File: src/rtl/pc_unit.sv
`default_nettype none
// ============================================================================
//  Module   : pc_unit
//  Purpose  : Program-counter stage. Holds the program-memory fetch address,
//             steps it, loads jump targets from the data bus, and handles
//             subroutine call/return through a small LIFO of return
//             addresses.
//  Revision : 1.0 - initial release
// ----------------------------------------------------------------------------
//  Parameters
//    AW      address width (matches the IR operand field)
//    DEPTH   return-stack entries, power of two, minimum 2
//    RST_PC  PC value after reset
//  Ports
//    clk        in   1   system clock, rising edge
//    clr_n      in   1   asynchronous active-low reset
//    c0         in   2   00 hold, 01 increment, 10 load bus_in, 11 return
//    call       in   1   push pc+1 and load bus_in; overrides c0
//    bus_in     in   AW  jump / call target
//    pc         out  AW  current fetch address
//    stk_empty  out  1   return stack holds no entries
//    stk_full   out  1   return stack holds DEPTH entries
//    fault      out  1   sticky overflow / underflow flag
//  Configuration
//    PC_STACK_EN  define to build the return stack. Without it, call is a
//                 plain load, c0=11 holds, and the status flags are tied
//                 off (stk_empty=1, stk_full=0, fault=0).
// ============================================================================
module pc_unit #(
    parameter int              AW     = 6,
    parameter int              DEPTH  = 4,
    parameter logic [AW-1:0]   RST_PC = '0
) (
    input  logic          clk,
    input  logic          clr_n,
    input  logic [1:0]    c0,
    input  logic          call,
    input  logic [AW-1:0] bus_in,
    output logic [AW-1:0] pc,
    output logic          stk_empty,
    output logic          stk_full,
    output logic          fault
);

    // ------------------------------------------------------------------
    // PC control encodings
    // ------------------------------------------------------------------
    localparam logic [1:0]    C_CTL_HOLD = 2'b00;
    localparam logic [1:0]    C_CTL_INC  = 2'b01;
    localparam logic [1:0]    C_CTL_LOAD = 2'b10;
    localparam logic [1:0]    C_CTL_RET  = 2'b11;
    localparam logic [AW-1:0] C_PC_ONE   = AW'(1);

    logic [AW-1:0] pc_q;
    logic [AW-1:0] pc_d;
    logic [AW-1:0] w_pc_inc;

    // Natural modulo-2^AW wrap: all-ones steps to zero with no flag.
    assign w_pc_inc = pc_q + C_PC_ONE;
    assign pc       = pc_q;

`ifdef PC_STACK_EN
    // ------------------------------------------------------------------
    // Return stack: register file plus an occupancy pointer one bit wider
    // than the index, so "full" (== DEPTH) is distinguishable from empty.
    // ------------------------------------------------------------------
    localparam int             IW         = (DEPTH > 1) ? $clog2(DEPTH) : 1;
    localparam int             PW         = IW + 1;
    localparam logic [PW-1:0]  C_SP_ONE   = PW'(1);
    localparam logic [PW-1:0]  C_SP_FULL  = PW'(DEPTH);
    localparam logic [IW-1:0]  C_IDX_ONE  = IW'(1);

    logic [PW-1:0] sp_q;
    logic [PW-1:0] sp_d;
    logic          fault_q;
    logic          fault_d;
    logic [AW-1:0] stk_q [DEPTH];

    logic          w_push_en;
    logic          w_empty;
    logic          w_full;
    logic [IW-1:0] w_push_idx;
    logic [IW-1:0] w_pop_idx;

    assign w_empty    = (sp_q == '0);
    assign w_full     = (sp_q == C_SP_FULL);
    // Low index bits address the next free slot; the top entry sits one
    // below it. When full the low bits are zero and the subtraction wraps
    // to DEPTH-1, which is exactly the top slot.
    assign w_push_idx = sp_q[IW-1:0];
    assign w_pop_idx  = sp_q[IW-1:0] - C_IDX_ONE;

    always_comb begin
        pc_d      = pc_q;
        sp_d      = sp_q;
        fault_d   = fault_q;
        w_push_en = 1'b0;
        if (call) begin
            // Call always redirects; the push is dropped when full so the
            // existing entries survive and the overflow is flagged.
            pc_d = bus_in;
            if (w_full) begin
                fault_d = 1'b1;
            end else begin
                w_push_en = 1'b1;
                sp_d      = sp_q + C_SP_ONE;
            end
        end else begin
            // Any code not matched (including X/Z during the control
            // unit's start-up window) falls through to hold.
            case (c0)
                C_CTL_RET: begin
                    if (w_empty) begin
                        fault_d = 1'b1;
                    end else begin
                        pc_d = stk_q[w_pop_idx];
                        sp_d = sp_q - C_SP_ONE;
                    end
                end
                C_CTL_LOAD: pc_d = bus_in;
                C_CTL_INC:  pc_d = w_pc_inc;
                C_CTL_HOLD: pc_d = pc_q;
                default:    pc_d = pc_q;
            endcase
        end
    end

    always_ff @(posedge clk or negedge clr_n) begin
        if (!clr_n) begin
            pc_q    <= RST_PC;
            sp_q    <= '0;
            fault_q <= 1'b0;
        end else begin
            pc_q    <= pc_d;
            sp_q    <= sp_d;
            fault_q <= fault_d;
        end
    end

    // Stack contents are don't-care after reset, so no reset term here.
    always_ff @(posedge clk) begin
        if (w_push_en) begin
            stk_q[w_push_idx] <= w_pc_inc;
        end
    end

    assign stk_empty = w_empty;
    assign stk_full  = w_full;
    assign fault     = fault_q;

`else
    // ------------------------------------------------------------------
    // Stackless build: call degenerates to a load, return to hold.
    // ------------------------------------------------------------------
    always_comb begin
        pc_d = pc_q;
        if (call) begin
            pc_d = bus_in;
        end else begin
            case (c0)
                C_CTL_LOAD: pc_d = bus_in;
                C_CTL_INC:  pc_d = w_pc_inc;
                C_CTL_RET:  pc_d = pc_q;
                C_CTL_HOLD: pc_d = pc_q;
                default:    pc_d = pc_q;
            endcase
        end
    end

    always_ff @(posedge clk or negedge clr_n) begin
        if (!clr_n) begin
            pc_q <= RST_PC;
        end else begin
            pc_q <= pc_d;
        end
    end

    assign stk_empty = 1'b1;
    assign stk_full  = 1'b0;
    assign fault     = 1'b0;
`endif

endmodule
`default_nettype wire

File: config.mk
export PLATFORM = sky130hd
export DESIGN_NAME = pc_unit
export DESIGN_NICKNAME = d
export VERILOG_FILES = /design/src/rtl/pc_unit.sv
export SDC_FILE = /design/constraint.sdc
export NUM_CORES = 1
export LEC_CHECK = 0
export ABC_AREA = 1
export BUFFER_PORTS_ARGS = -buffer_cell sky130_fd_sc_hd__buf_4
export CAP_MARGIN = 20
export CORE_AREA = 2 2 39 41
export CTS_CLUSTER_DIAMETER = 40
export DETAILED_ROUTE_END_ITERATION = 10
export DIE_AREA = 0 0 41 43
export GPL_ROUTABILITY_DRIVEN = 0
export PLACE_DENSITY = 0.69
export SLEW_MARGIN = 20
export SYNTH_ARGS = -nofsm -noshare
export SYNTH_HDL_FRONTEND = slang
export SYNTH_SLANG_ARGS = --single-unit
File: constraint.sdc
create_clock -name clk -period 1.4 [get_ports clk]
set_clock_uncertainty 0.1 [all_clocks]
set_input_delay 0.21 -clock clk [delete_from_list [all_inputs] [get_ports clk]]
set_output_delay 0.21 -clock clk [all_outputs]
set_load 0.01 [all_outputs]
# Word level (Yosys, flattened, before mapping)
# Cells that the tools add are included.
# Widths: inputs -> output; s select.
[totals]
regBits = 6
latch_bits = 0
mem_bits_rw = 0
rom_bits = 0
inputBits = 11
output_inout_bits = 9
word_cells = 10
mem_count = 0
[op_classes]
add_sub_neg = 1
n_mul = 0
div_mod_pow = 0
n_lt_le_gt_ge = 0
n_eq_ne = 4
shift = 0
mux = 2
bitwise = 0
n_reduce_logical = 2
[ops]
columns = ["operator", "count"]
rows = [
  ["$pmux 6 s2", 1],
  ["$add 6x1->6 const B", 1],
  ["$mux 6", 1],
  ["$eq 2x2->1 const B", 2],
  ["$eq 2x1->1 const B", 1],
  ["$logic_not 2->1", 1],
  ["$ne 2x1->1 const B", 1],
  ["$reduce_or 2->1", 1],
]

# Depth between registers and ports, before layout
[logic_depth]
ltp_word = 3
depth_mapped = 8
mapped_depth_nobuf = 8

# Worst setup path after synthesis
# Ideal clock, no wire load.
[synth_timing]
path_type = "register to register"
from = "register pc_q[0] (netlist: pc[0])"
to = "register pc_q[4] (netlist: pc[4])"
setup_time_ns = 0.116
arrival_time_ns = 1.028
required_ns = 1.184
path_slack_ns = 0.156
path_stages_with_launch = 7
n_path_buf = 0
period_less_slack_ns = 1.244
path_cell_list = "dfrtp_1 ha_1 nand3_1 xor2_1 nand2_1 nand2_1 nand2_1"
[synth_via]
elab_chain_cells = 3
[synth_rtl]
columns = ["element", "line_no", "rtl"]
rows = [
  ["start: declaration", "54", "logic [AW-1:0] pc_q;"],
  ["start signal: assignment", "174", "pc_q <= pc_d;"],
  ["$add 6x1->6", "59", "assign w_pc_inc = pc_q + C_PC_ONE;"],
  ["$pmux 6 s2", "160", "case (c0)"],
  ["$mux 6", "157", "if (call) begin"],
]
# Every way passes these cells.
# A chain may end at the register's enable or synchronous reset.

# Worst setup path in the final report
# Same ends and word-level chain as after synthesis.

==> summary.txt <==
Power
  • Worst vdd ir: 0.000381 V
  • Net Sw Frac: 0.318
  • Gate power share: 0.301
  • Reg power frac: 0.410
  • Internal power: 0.379 mW
  • Leakage: 0.315 nW
  • Psw: 0.177 mW
  • Power per cell area: 956 nW/um2
  • Clock network power share: 0.289

Setup path
  • Slowest CP cell: dfrtp_1
  • CP dominant cell by count: nand2_1
  • Critical path cell sequence: ha_1 > nand3_1 > xor2_1 > nand2_1 > nand2_1 > nand2_1
  • Setup crit start kind: flip-flop
  • WP data required: 1430 ps
  • Slowest stage delay, CP: 420 ps
  • WS Path Type: flip-flop to flip-flop
  • Data arrival time of the worst path: 1280 ps
  • CP Max Fanout: 5
  • CP endpoint kind: flip-flop

Global routing
  • GRT Total Usage: 0.129
  • Met1 Track Usage GR: 0.156
  • Number of global-route vias before repair: 360
  • GR Util met2: 0.184
  • First-pass GRT wire length: 1500 um
  • Initial antenna violation count: 0
  • Global routing met3 resource utilization: 0.0785
  • GR peak layer: met2
  • Largest net degree at the start of global routing: 11
  • Total grt overflow: 0

Outcome
  • Outcome: complete, no violations

Drt
  • DR vias: 428
  • DRT iter0 DRCs: 2
  • Drt pass-1 iters: 3
  • Vias per cell: 4.51
  • Post-route DRC: 0
  • Post-route ant nets: 0
  • Total Wirelength: 886 um
  • Average wire per standard cell: 9.33 um

Die
  • Die Ht: 43 um
  • Cell Rows: 14
  • Starting Density: 0.309
  • Die ar.: 1760 um2
  • Die width: 41 um
  • CORE AREA: 1380 um2
  • Io pins: 20

Clocking
  • Maximum buffer depth of the clock tree: 2
  • Root Driver: clkbuf_4
  • Sink Count: 6
  • CTS Buf Count: 3
  • CTS tree: yes
  • Clock transition at path regs: 50 ps
  • Skew-Pair Late Insertion Delay: 240 ps
  • CTS H-tree lvls: 1

Timing
  • Final setup violation count: 0
  • Final worst slack: 150 ps
  • WHS: 137 ps
  • Fin. Hold Viols: 0
  • Final Max Slew Viols: 0
  • Tcrit/Tclk final: 0.893
  • Min Tclk post-route: 1250 ps
  • TNS Setup: 0 ps
  • RSZ-0062 raised after global routing: false
  • Max Clk Rate: 0.800 GHz

Final layout
  • Ant diodes: 0
  • Final Net Count: 94
  • Max reg flops: 6
  • Multi-input logic area: 226 um2
  • Share of post-route cells with drive strength above 1: 0.304
  • Area Growth Syn to Fin: 36.0%
  • Fill cells: 142
  • FF+latch area: 150 um2
  • Final Non-Filler Cells: 95

Logic synthesis
  • Synth warn: 0
  • Post-Synthesis Cells: 61
  • #FFs+latches synth: 6
  • Syn Std Cell Area: 428 um2
  • Post-synthesis sequential area ratio: 0.351
  • Avg Inst Size Synth: 7.01 um2
  • Yosys cell types: 18

Place
  • Port buffer count: 16
  • Post-DP HPWL: 722 um
  • Placed cells: 91
  • Place WS: 123 ps

Job
  • Max-cap violations: 0

Hold path
  • HP Class: primary input to flip-flop
[cells in the mapped netlist]
master	count	area, um2
a21oi_1	2	10.0
inv_2	1	3.75
dfrtp_1	6	150
buf_4	3	22.5
nor2_1	6	22.5
inv_1	6	22.5
conb_1	2	7.51
o21bai_1	1	7.51
nor2_2	1	6.26
nand2_2	2	12.5
o211ai_1	1	7.51
a31oi_1	1	6.26
inv_4	1	6.26
nand3_1	5	25.0
o21ai_1	3	15.0
ha_1	2	25.0
xor2_1	2	17.5
nand2_1	16	60.1
[layer usage]
| metal | wire length (um) | share of wire |
|---|---|---|
| met5 | 0 | 0 |
| met4 | 6 | 0.0068 |
| met3 | 73 | 0.082 |
| met2 | 413 | 0.47 |
| met1 | 393 | 0.44 |
[worst paths after layout]
path	end	slack (ps)	cells past startpoint	start
worst max-delay path	pc[4]	150	6	pc[0]
worst min-delay path	pc[1]	140	3	bus_in[1]
worst max register to register	pc[4]	150	6	pc[0]
worst min register to register	pc[5]	440	2	pc[5]
max in group asynchronous	pc[2]	870	2	clr_n
min in group asynchronous	pc[0]	210	2	clr_n
[cells by family after synthesis]
| family | synth area share |
|---|---|
| AO/OA/AOI/OAI | 0.108 |
| XOR/XNOR | 0.0409 |
| adder cells (fa/ha/maj) | 0.0585 |
| buffers and inverters | 0.129 |
| flip-flops | 0.351 |
| other | 0.0176 |
| AND/OR/NAND/NOR | 0.295 |
[cells in the final DEF (no fill, tap or decap)]
master         instances
conb_1                 3
a21oi_1                2
nand2_1               16
dfrtp_1                6
inv_4                  1
nand3_1                5
o21bai_1               1
nor2_2                 1
buf_4                 16
ha_1                   2
xor2_1                 2
o211ai_1               1
o21ai_1                3
inv_2                  1
nand2_2                2
clkbuf_4               3
inv_1                  6
dlygate4sd3_1          1
nor2_1                 6
a31oi_1                1
[critical path: cells and delay by family, from the launching register on]
kind,cells,cell delay [ps]
adder cells (fa/ha/maj),1,240
AND/OR/NAND/NOR,4,250
flip-flops,1,420
XOR/XNOR,1,140
[stage by stage]
stage	total power, mW	utilization	instance area, um2
floorplan	0.325	-	432
CTS	0.569	0.420	582
detailed placement	0.398	0.397	549
global route	0.603	0.420	582
global placement	0.396	0.397	549
finish	0.556	0.420	582
[timing repair]
| action | 4_1_cts | 5_1_grt |
|---|---|---|
| setup buffers | 0 | 0 |
| hold buffers | 1 | 0 |
| hold endpoints to repair | 6 | 0 |
| resized for setup | 0 | 0 |
[power groups by stage]
stage	registers, mW	clock network, mW	logic (mW)
2_1_floorplan	0.236	0	0.0892
3_3_place_gp	0.231	0	0.165
3_5_place_dp	0.230	0	0.168
4_1_cts	0.228	0.170	0.170
5_1_grt	0.233	0.180	0.190
6_report	0.228	0.161	0.167
[area by class of cell]
cell class | count | area share
multi-input combinational | 45 | 0.389
sequential | 6 | 0.258
timing repair buffer | 17 | 0.224
inverter | 8 | 0.0559
clock buffer | 3 | 0.0387
tap | 16 | 0.0344
Power figures use the tool's default switching activity.
